`src/rtl/hazard_controller_pkg.sv`:
```
// hazard_controller_pkg: shared pipeline types, FSM encoding and sizing for the hazard controller
package hazard_controller_pkg;
  localparam int REG_W = 4;
  localparam int WAIT_W = 8;
  localparam int STALL_W = 16;
  localparam logic [WAIT_W-1:0] TIMEOUT_LIMIT = 8'd255;
  typedef enum logic {IDLE, MEM_WAIT} state_t;
  typedef struct packed {
    logic valid;
    logic wb_en;
    logic mem_r;
    logic mem_w;
    logic [REG_W-1:0] dest;
  } slot_t;
  localparam slot_t BUBBLE = '0;
endpackage

```
`src/rtl/hazard_controller_match.sv`:
```
// hazard_match: flags a source operand that is written by a live EXE or MEM shadow slot
module hazard_match
  import hazard_controller_pkg::*;
(
  input  logic [REG_W-1:0] i_src,
  input  logic [REG_W-1:0] i_exe_dest,
  input  logic             i_exe_live,
  input  logic [REG_W-1:0] i_mem_dest,
  input  logic             i_mem_live,
  output logic             o_match
);
  assign o_match = (i_exe_live & (i_exe_dest == i_src)) | (i_mem_live & (i_mem_dest == i_src));
endmodule

```
`src/rtl/hazard_controller.sv`:
```
// hazard_controller: RAW/load-use stall, branch flush and memory-wait freeze with timeout and stall counter
module hazard_controller
  import hazard_controller_pkg::*;
(
  input  logic               clk,
  input  logic               rst,
  input  logic               id_valid,
  input  logic [REG_W-1:0]   src1,
  input  logic [REG_W-1:0]   src2,
  input  logic               Two_src,
  input  logic               id_wb_en,
  input  logic               id_mem_r_en,
  input  logic               id_mem_w_en,
  input  logic [REG_W-1:0]   id_dest,
  input  logic               exe_b_taken,
  input  logic               mem_ready,
  input  logic               fwd_en,
  output logic               hazard,
  output logic               flush,
  output logic               freeze,
  output logic               mem_timeout,
  output logic [STALL_W-1:0] stall_count
);
  state_t              r_state;
  slot_t               r_exe;
  slot_t               r_mem;
  logic [WAIT_W-1:0]   r_wait;
  logic                r_mem_timeout;
  logic [STALL_W-1:0]  r_stall_count;
  logic                w_exe_live;
  logic                w_mem_live;
  logic                w_m1;
  logic                w_m2;
  logic                w_raw;
  logic                w_mem_busy;
  logic                w_timeout;
  // with forwarding only a load in EXE cannot be bypassed in time
  assign w_exe_live = r_exe.valid & r_exe.wb_en & (!fwd_en | r_exe.mem_r);
  assign w_mem_live = r_mem.valid & r_mem.wb_en & !fwd_en;
  hazard_match u_match1 (
    .i_src(src1), .i_exe_dest(r_exe.dest), .i_exe_live(w_exe_live),
    .i_mem_dest(r_mem.dest), .i_mem_live(w_mem_live), .o_match(w_m1)
  );
  hazard_match u_match2 (
    .i_src(src2), .i_exe_dest(r_exe.dest), .i_exe_live(w_exe_live),
    .i_mem_dest(r_mem.dest), .i_mem_live(w_mem_live), .o_match(w_m2)
  );
  assign w_raw = id_valid & (w_m1 | (Two_src & w_m2));
  assign w_mem_busy = r_mem.valid & (r_mem.mem_r | r_mem.mem_w);
  assign freeze = !rst & ((r_state == MEM_WAIT) | ((r_state == IDLE) & w_mem_busy & !mem_ready));
  assign flush = !rst & exe_b_taken & !freeze;
  assign hazard = !rst & w_raw & !exe_b_taken & !freeze;
  assign w_timeout = (r_state == MEM_WAIT) & !mem_ready & (r_wait == TIMEOUT_LIMIT);
  assign mem_timeout = r_mem_timeout;
  assign stall_count = r_stall_count;
  always_ff @(posedge clk) begin
    if (rst) begin
      r_state <= IDLE;
      r_exe <= BUBBLE;
      r_mem <= BUBBLE;
      r_wait <= '0;
      r_mem_timeout <= 1'b0;
      r_stall_count <= '0;
    end else begin
      if ((hazard | freeze) && r_stall_count != '1) r_stall_count <= r_stall_count + STALL_W'(1);
      if (!freeze) begin
        r_mem <= r_exe;
        r_exe <= (hazard | flush | !id_valid) ? BUBBLE : slot_t'({1'b1, id_wb_en, id_mem_r_en, id_mem_w_en, id_dest});
      end else if (w_timeout) begin
        r_mem <= BUBBLE;
      end
      if (r_state == IDLE) begin
        if (freeze) begin
          r_state <= MEM_WAIT;
          r_wait <= '0;
        end
      end else if (mem_ready) begin
        r_state <= IDLE;
      end else if (w_timeout) begin
        r_state <= IDLE;
        r_mem_timeout <= 1'b1;
      end else begin
        r_wait <= r_wait + WAIT_W'(1);
      end
    end
  end
endmodule

```
`config.mk`:
```
export PLATFORM = sky130hd
export DESIGN_NAME = hazard_controller
export DESIGN_NICKNAME = d
export VERILOG_FILES = /design/src/rtl/hazard_controller_pkg.sv /design/src/rtl/hazard_controller_match.sv /design/src/rtl/hazard_controller.sv
export SDC_FILE = /design/constraint.sdc
export NUM_CORES = 1
export LEC_CHECK = 0
export CAP_MARGIN = 30
export CORE_ASPECT_RATIO = 0.8
export CORE_MARGIN = 2
export CORE_UTILIZATION = 45
export DETAILED_ROUTE_END_ITERATION = 8
export GPL_TIMING_DRIVEN = 0
export PLACE_DENSITY = 0.74
export SLEW_MARGIN = 15
export SYNTH_ARGS = -nofsm -noshare
export SYNTH_HDL_FRONTEND = slang
export SYNTH_SLANG_ARGS = --single-unit
```
`constraint.sdc`:
```
create_clock -name clk -period 2.91 [get_ports clk]
set_input_delay 0.4365 -clock clk [delete_from_list [all_inputs] [get_ports clk]]
set_output_delay 0.4365 -clock clk [all_outputs]
set_load 0.01 [all_outputs]
```
==> summary.txt, run 1 <==
Run status
  – Status: completed

Route
  – Vias: 1955
  – DRC: 0
  – Vias/cell: 5.54
  – Drt wl/cell: 14.5 um
  – Post-route ant nets: 0
  – Drt first pass iters: 5
  – WL final: 5.14 mm
  – DR iter-0 viols: 123

Synth
  – Post-synth cell types: 45
  – Largest family of logic cells by synthesized area: simple AND/OR/NAND/NOR gates
  – Syn Area/Cell: 8.64 sq um
  – Post-synth top flop: dfxtp_1
  – Post-synth EDFFs: 0
  – Simple-gate share of the synthesized area: 27.6%
  – Cells after Synth: 242
  – Mux cell area share after synthesis: 4.55%
  – Async set-reset flop share out of synthesis: 0%
  – Post-Synth Adder-Cell Area: 1.20%
  – Synth Cell Area: 2090 sq um
  – Syn nets: 266
  – Xor/xnor cell area share of the yosys netlist: 7.54%
  – Synthesis Warnings: 0
  – Compound-Gate Fraction of Synth Area: 15.9%
  – Post-synthesis sequential area ratio: 40.2%
  – #FFs+latches synth: 42

Setup path
  – WS Path Type: input pin to primary output
  – Crit path DAT: 2380 ps
  – Required @ worst endpoint: 2470 ps
  – Family with the most delay on the worst path: simple AND/OR/NAND/NOR gates
  – Slowest CP cell: or4_4
  – Max incr delay on CP: 570 ps
  – CP Buf/Inv Count: 2
  – Worst-path maximum fanout: 4
  – Crit path launch: fwd_en
  – Worst setup SP type: input pin
  – Critical Path, Cell by Cell: clkdlybuf4s50_1 -> nand3b_1 -> or4_4 -> o22ai_4 -> nor2_2 -> nor4_2 -> buf_2
  – Worst reg2reg path startpoint: r_mem[7]
  – Endpoint kind of the worst setup timing path: primary output

STA
  – Final Setup Violations: 0
  – Period Utilization, post-route: 96.8%
  – PnR worst setup slack: 92.8 ps
  – Fin. Hold Viols: 0
  – Max frequency: 355 MHz
  – Slew HR: 52.6%
  – Setup Skew: 5.28 ps
  – Slew @ Worst Pin: 709 ps
  – Min Tclk post-route: 2820 ps
  – Slew Viols, Final: 0

Min path
  – Hold Path Class: flip-flop to flip-flop
  – Hold Startpoint: mem_timeout

Clock network
  – CTS clock-pin slew for the worst setup and hold paths: 70 ps
  – H-tree depth: 2
  – # hold bufs at CTS: 0
  – Total CTS buffers: 5
  – CTS tree: done
  – Later-pin clock latency in the skew report: 300 ps
  – Max clock buf depth: 2
  – CTS root buffer: clkbuf_8
  – CTS Sinks: 42

Placed design
  – Setup slack at placement: -468 ps
  – Count of input and output buffers: 41
  – Final GP Congestion: 0.846
  – Post-DP HPWL: 3.72 mm
  – Placed Area: 2580 sq um

Power and ir drop
  – Final Power: 0.00106 W
  – Static leakage power: 0.927 nW
  – Maximum VDD drop: 239 uV
  – PwrDens: 391 nW/um^2

Die
  – Die Span Y: 65.0 um
  – Cell row count: 22
  – IO Pins: 42
  – CORE AREA: 4540 sq um
  – Initial Utilization: 46.1%
  – Die area: 5210 sq um
  – Die Wd: 80.2 um

Final layout
  – Number of antenna diodes: 0
  – Post-route cell area: 2700 sq um
  – Core Util, Final: 59.5%
  – Filler Cell Count: 433
  – P&R area growth vs syn: 29.2%
  – Fraction of layout cells with a size suffix above 1: 9.56%
  – Final net count: 316

GRT
  – Overflow after GRT: 0
  – Number of global-route vias before repair: 1765
  – Initial antenna violation count: 0
  – GRT Util Overall: 20.5%
  – Largest net degree at the start of global routing: 13
  – Global-route wire length before repair: 8.30 mm

Flow run
  – Total of max-cap violations: 0
repair_timing:
| action | 4_1_cts | 5_1_grt |
|---|---|---|
| setup endpoints to repair | 2 | 1 |
| pin swaps | 1 | 4 |
| gates cloned | 0 | 0 |
| setup buffers | 0 | 2 |
| resized for setup | 6 | 4 |
stage by stage:
stage / setup TNS, ps / cells / hold slack [ps]
floorplan: 0 / 242 / 432
global placement: -445 / 343 / 439
detailed placement: -545 / 343 / 451
CTS: 0 / 351 / 462
global route: -5.58 / 353 / 496
finish: 0 / 353 / 458
registers in the layout, summed over array words and instances (netlist names):
| signal | count |
|---|---|
| mem_timeout | 1 |
| r_exe | 8 |
| r_mem | 8 |
| r_state | 1 |
| r_wait | 8 |
| stall_count | 16 |
path summary, 6_finish.rpt:
kind                          end  slack (ps)  depth (start not counted)
setup / recovery           hazard          90                          7
hold / removal        mem_timeout         460                          2
setup reg to reg  stall_count[14]         390                          8
hold reg to reg       mem_timeout         460                          2
power breakdown:
group	internal, W	switching, W
clock	0.000191	0.000197
sequential	0.000579	0.00000590
combinational	0.0000441	0.0000388
total	0.000815	0.000242
kinds of logic (layout without fill, tap and decap cells):
family                     count (synthesis)  in the layout
muxes                                      9              9
AOI/OAI and AO/OA                         49             49
buffers and inverters                     16             67
adders and majority gates                  2              2
xor gates and xnor gates                  18             18
and+or+nand+nor                          106            106
DFF                                       42             42
cell usage after synthesis, types with 5 or more instances:
cell type | number | area share, %
or4_1 | 6 | 2.2
clkbuf_1 | 7 | 1.3
dfxtp_1 | 42 | 40
inv_1 | 5 | 0.90
mux2i_1 | 5 | 2.4
nand3_1 | 19 | 4.5
nand4_1 | 7 | 2.1
nor2b_1 | 7 | 2.1
xor2_1 | 5 | 2.1
and3_1 | 5 | 1.5
xnor2_1 | 13 | 5.4
nand2_1 | 21 | 3.8
nor2_1 | 14 | 2.5
nor3_1 | 8 | 1.9
a21oi_1 | 20 | 4.8
a22o_1 | 7 | 2.9
tightest hold or removal path: stages (launching register included):
cell and delay [ps]:
dfxtp_1 310, inv_1 50, a21oi_1 50
final cells by class:
type | instances | area [sq um] | share of cell area (%)
inverter | 5 | 18.8 | 0.694
tap | 60 | 75.1 | 2.78
sequential | 42 | 841 | 31.1
clock inverter | 1 | 5.00 | 0.185
buffer | 11 | 46.3 | 1.71
multi-input combinational | 184 | 1210 | 44.7
timing repair buffer | 43 | 423 | 15.6
clock buffer | 7 | 86.3 | 3.19
layout by cell type, fill, tap and decap left out, types with 2 or more instances in the layout:
| master | count |
|---|---|
| buf_2 | 4 |
| or2_2 | 2 |
| and3_1 | 5 |
| o311ai_0 | 3 |
| a22o_1 | 7 |
| o31ai_1 | 3 |
| dfxtp_1 | 42 |
| a211oi_1 | 3 |
| a21oi_1 | 20 |
| mux2_2 | 4 |
| buf_4 | 2 |
| nor2b_1 | 7 |
| mux2i_1 | 5 |
| clkbuf_8 | 6 |
| nor2_1 | 13 |
| clkdlybuf4s50_1 | 39 |
| and2_1 | 2 |
| xnor2_1 | 13 |
| o21ai_0 | 4 |
| nor3_1 | 8 |
| inv_1 | 5 |
| nand2b_1 | 2 |
| or4_1 | 5 |
| ha_1 | 2 |
| nand3_1 | 19 |
| clkbuf_1 | 7 |
| nand2_1 | 21 |
| nand4_1 | 7 |
| xor2_1 | 5 |
| and4_1 | 2 |
| nor3b_1 | 3 |
routing by layer:
| layer | wire, um | global-route usage (%) |
|---|---|---|
| met1 | 2460 | 28.3 |
| met3 | 204 | 4.18 |
| met2 | 2410 | 31.8 |
| met4 | 61 | 7.42 |
| met5 | 0 | 0 |
Power figures use the tool's default switching activity.
==> run 2, diff against run 1 <==
CAP_MARGIN = 20   (was 30)
CELL_PAD_IN_SITES_DETAIL_PLACEMENT = 0   (was not set)
CELL_PAD_IN_SITES_GLOBAL_PLACEMENT = 1   (was not set)
CORE_UTILIZATION = 38   (was 45)
PLACE_DENSITY = 0.82   (was 0.74)
==> run 2 against run 1 <==
  * Clock skew up 8.8 ps
  * Highest routed layer unchanged
  * First-iteration DRC count down 34%
  * Largest power group unchanged
  * Critical path depth unchanged
  * Clock power up 3%
  * Worst hold slack worse by 5.5 ps
  * Critical path type unchanged
  * Maximum frequency about the same
  * Cell count up 1.1%
  * Non-clock buffer count down 1
==> summary.txt, run 2 (same netlist as run 1, synthesis figures left out) <==
Run status
  – Status: completed

Final layout
  – Filler Cell Count: 537 (+24%)
  – Commonest non-fill, non-tap cell in the layout: dfxtp_1
  – Seq. cell area: 841 sq um (unchanged)
  – Fraction of layout cells with a size suffix above 1: 9.25% (-0.31 points)
  – Most frequent cells in the layout: dfxtp_1 (42), clkdlybuf4s50_1 (40), nand2_1 (21)
  – P&R area growth vs syn: 29.1% (about the same)
  – Finished Layout Cells: 357 (+1.1%)
  – Number of antenna diodes: 0 (unchanged)
  – Post-route cell area: 2700 sq um (about the same)
  – Final net count: 315 (-0.32%)
  – Largest register FFs: 16 (unchanged)
  – Area of the multi-input gates: 1200 sq um (-0.21%)

Die
  – IO Pins: 42 (unchanged)
  – Initial Utilization: 38.9% (-7.1 points)
  – Die area: 6120 sq um (+17%)
  – Cell row count: 24 (+9.1%)
  – Die Span Y: 70.4 um (+8.3%)
  – CORE AREA: 5380 sq um (+18%)
  – Die Wd: 87.0 um (+8.4%)

Setup path
  – Worst setup SP type: input pin
  – Endpoint kind of the worst setup timing path: primary output
  – WS Path Type: input pin to primary output
  – Crit path DAT: 2380 ps (about the same)
  – Slowest CP cell: or4_4
  – Worst reg2reg path startpoint: r_mem[7]
  – Worst-path maximum fanout: 2 (-2)
  – R2R setup slack: 480 ps (+90 ps)
  – Critical Path, Cell by Cell: clkdlybuf4s50_1 -> nand3b_1 -> or4_4 -> o22ai_4 -> nor2_1 -> nor4_2 -> buf_2
  – Crit path launch: fwd_en
  – Required @ worst endpoint: 2470 ps (about the same)
  – Max incr delay on CP: 550 ps (-20 ps)

Clock network
  – # hold bufs at CTS: 0 (unchanged)
  – H-tree depth: 2 (unchanged)
  – CTS Sinks: 42 (unchanged)
  – Max clock buf depth: 2 (unchanged)
  – CTS tree: done
  – CTS root buffer: clkbuf_8
  – CTS clock-pin slew for the worst setup and hold paths: 90 ps (+20 ps)
  – Total CTS buffers: 5 (unchanged)
  – Later-pin clock latency in the skew report: 300 ps (about the same)

Min path
  – Hold Startpoint: mem_timeout
  – Hold Path Class: flip-flop to flip-flop

STA
  – Max frequency: 355 MHz (about the same)
  – Fin. Hold Viols: 0 (unchanged)
  – Min Tclk post-route: 2820 ps (+0.489 ps)
  – Slew @ Worst Pin: 745 ps (+35.6 ps)
  – RSZ-0062 raised after global routing: no
  – Setup Skew: 14.1 ps (+8.81 ps)
  – Period Utilization, post-route: 96.8% (about the same)
  – Slew Viols, Final: 0 (unchanged)
  – Slew HR: 50.2% (-2.4 points)
  – Min Hold Slack: 453 ps (-5.49 ps)
  – Final Setup Violations: 0 (unchanged)

GRT
  – Largest net degree at the start of global routing: 14 (+1)
  – Global-route wire length before repair: 8.49 mm (+2.3%)
  – GRT Util Overall: 17.4% (-3.1 points)
  – Number of global-route vias before repair: 1806 (+2.3%)
  – Initial antenna violation count: 0 (unchanged)
  – Overflow after GRT: 0 (unchanged)

Route
  – Vias/cell: 5.48 (-1.1%)
  – Vias: 1956 (+0.051%)
  – DRC: 0 (unchanged)
  – Post-route ant nets: 0 (unchanged)
  – Drt wl/cell: 14.4 um (-0.70%)
  – Drt first pass iters: 4 (-1)
  – WL final: 5.16 mm (+0.43%)
  – DR iter-0 viols: 81 (-34%)

Flow run
  – Total of max-cap violations: 0 (unchanged)

Power and ir drop
  – PwrDens: 396 nW/um^2 (+1.4%)
  – Maximum VDD drop: 153 uV (-36%)
  – Static leakage power: 0.910 nW (-1.8%)

Placed design
  – Count of input and output buffers: 41 (unchanged)
  – Post-DP HPWL: 3.76 mm (+1.1%)
  – Placed Area: 2580 sq um (+0.24%)
  – Final GP Congestion: 0.776 (-8.2%)
  – Placed instance count: 348 (+1.5%)
run 2: per-stage QoR:
step | setup TNS, ps | setup WS (ps) | total power, W | utilization, %
2_1_floorplan | 0 | 653 | 0.000633 | -
3_3_place_gp | -493 | -473 | 0.000680 | 48.1
3_5_place_dp | -529 | -511 | 0.000680 | 48.1
4_1_cts | 0 | 3.06 | 0.00108 | 50.3
5_1_grt | 0 | 23.3 | 0.00111 | 50.2
6_report | 0 | 92.3 | 0.00107 | 50.2
run 2: path summary, 6_finish.rpt:
| check | end | cells after the start |
|---|---|---|
| max | hazard | 7 |
| min | mem_timeout | 2 |
| min reg2reg | mem_timeout | 2 |
| max reg2reg | stall_count[10] | 8 |
run 2: repair_timing:
action,4_1_cts,5_1_grt
buffers inserted,1,0
setup endpoints to repair,1,2
gates resized for setup,5,4
endpoints found under the hold margin,0,0
pin swaps,2,2
run 2: routing by layer:
metal	share of wire [%]	track usage (%)	wire length (um)
met5	0	0	0
met4	2.2	6.60	114
met3	5.0	4.49	257
met2	43	26.0	2200
met1	50	23.9	2590
run 2: critical path: cells and delay by family:
| family | cells | cell delay, ps |
|---|---|---|
| buffers and inverters | 2 | 610 |
| AOI/OAI and AO/OA | 1 | 180 |
| and+or+nand+nor | 4 | 1160 |
run 2: cell type report:
type	count	share of cell area, %
multi-input combinational	184	44.6
clock inverter	2	0.463
buffer	11	1.71
sequential	42	31.1
timing repair buffer	42	15.3
inverter	5	0.695
tap	65	3.01
clock buffer	6	3.06
run 2: power by group:
| group | switching (W) | total, W | internal (W) |
|---|---|---|---|
| sequential | 0.00000572 | 0.000585 | 0.000579 |
| clock | 0.000211 | 0.000402 | 0.000191 |
| combinational | 0.0000384 | 0.0000826 | 0.0000442 |
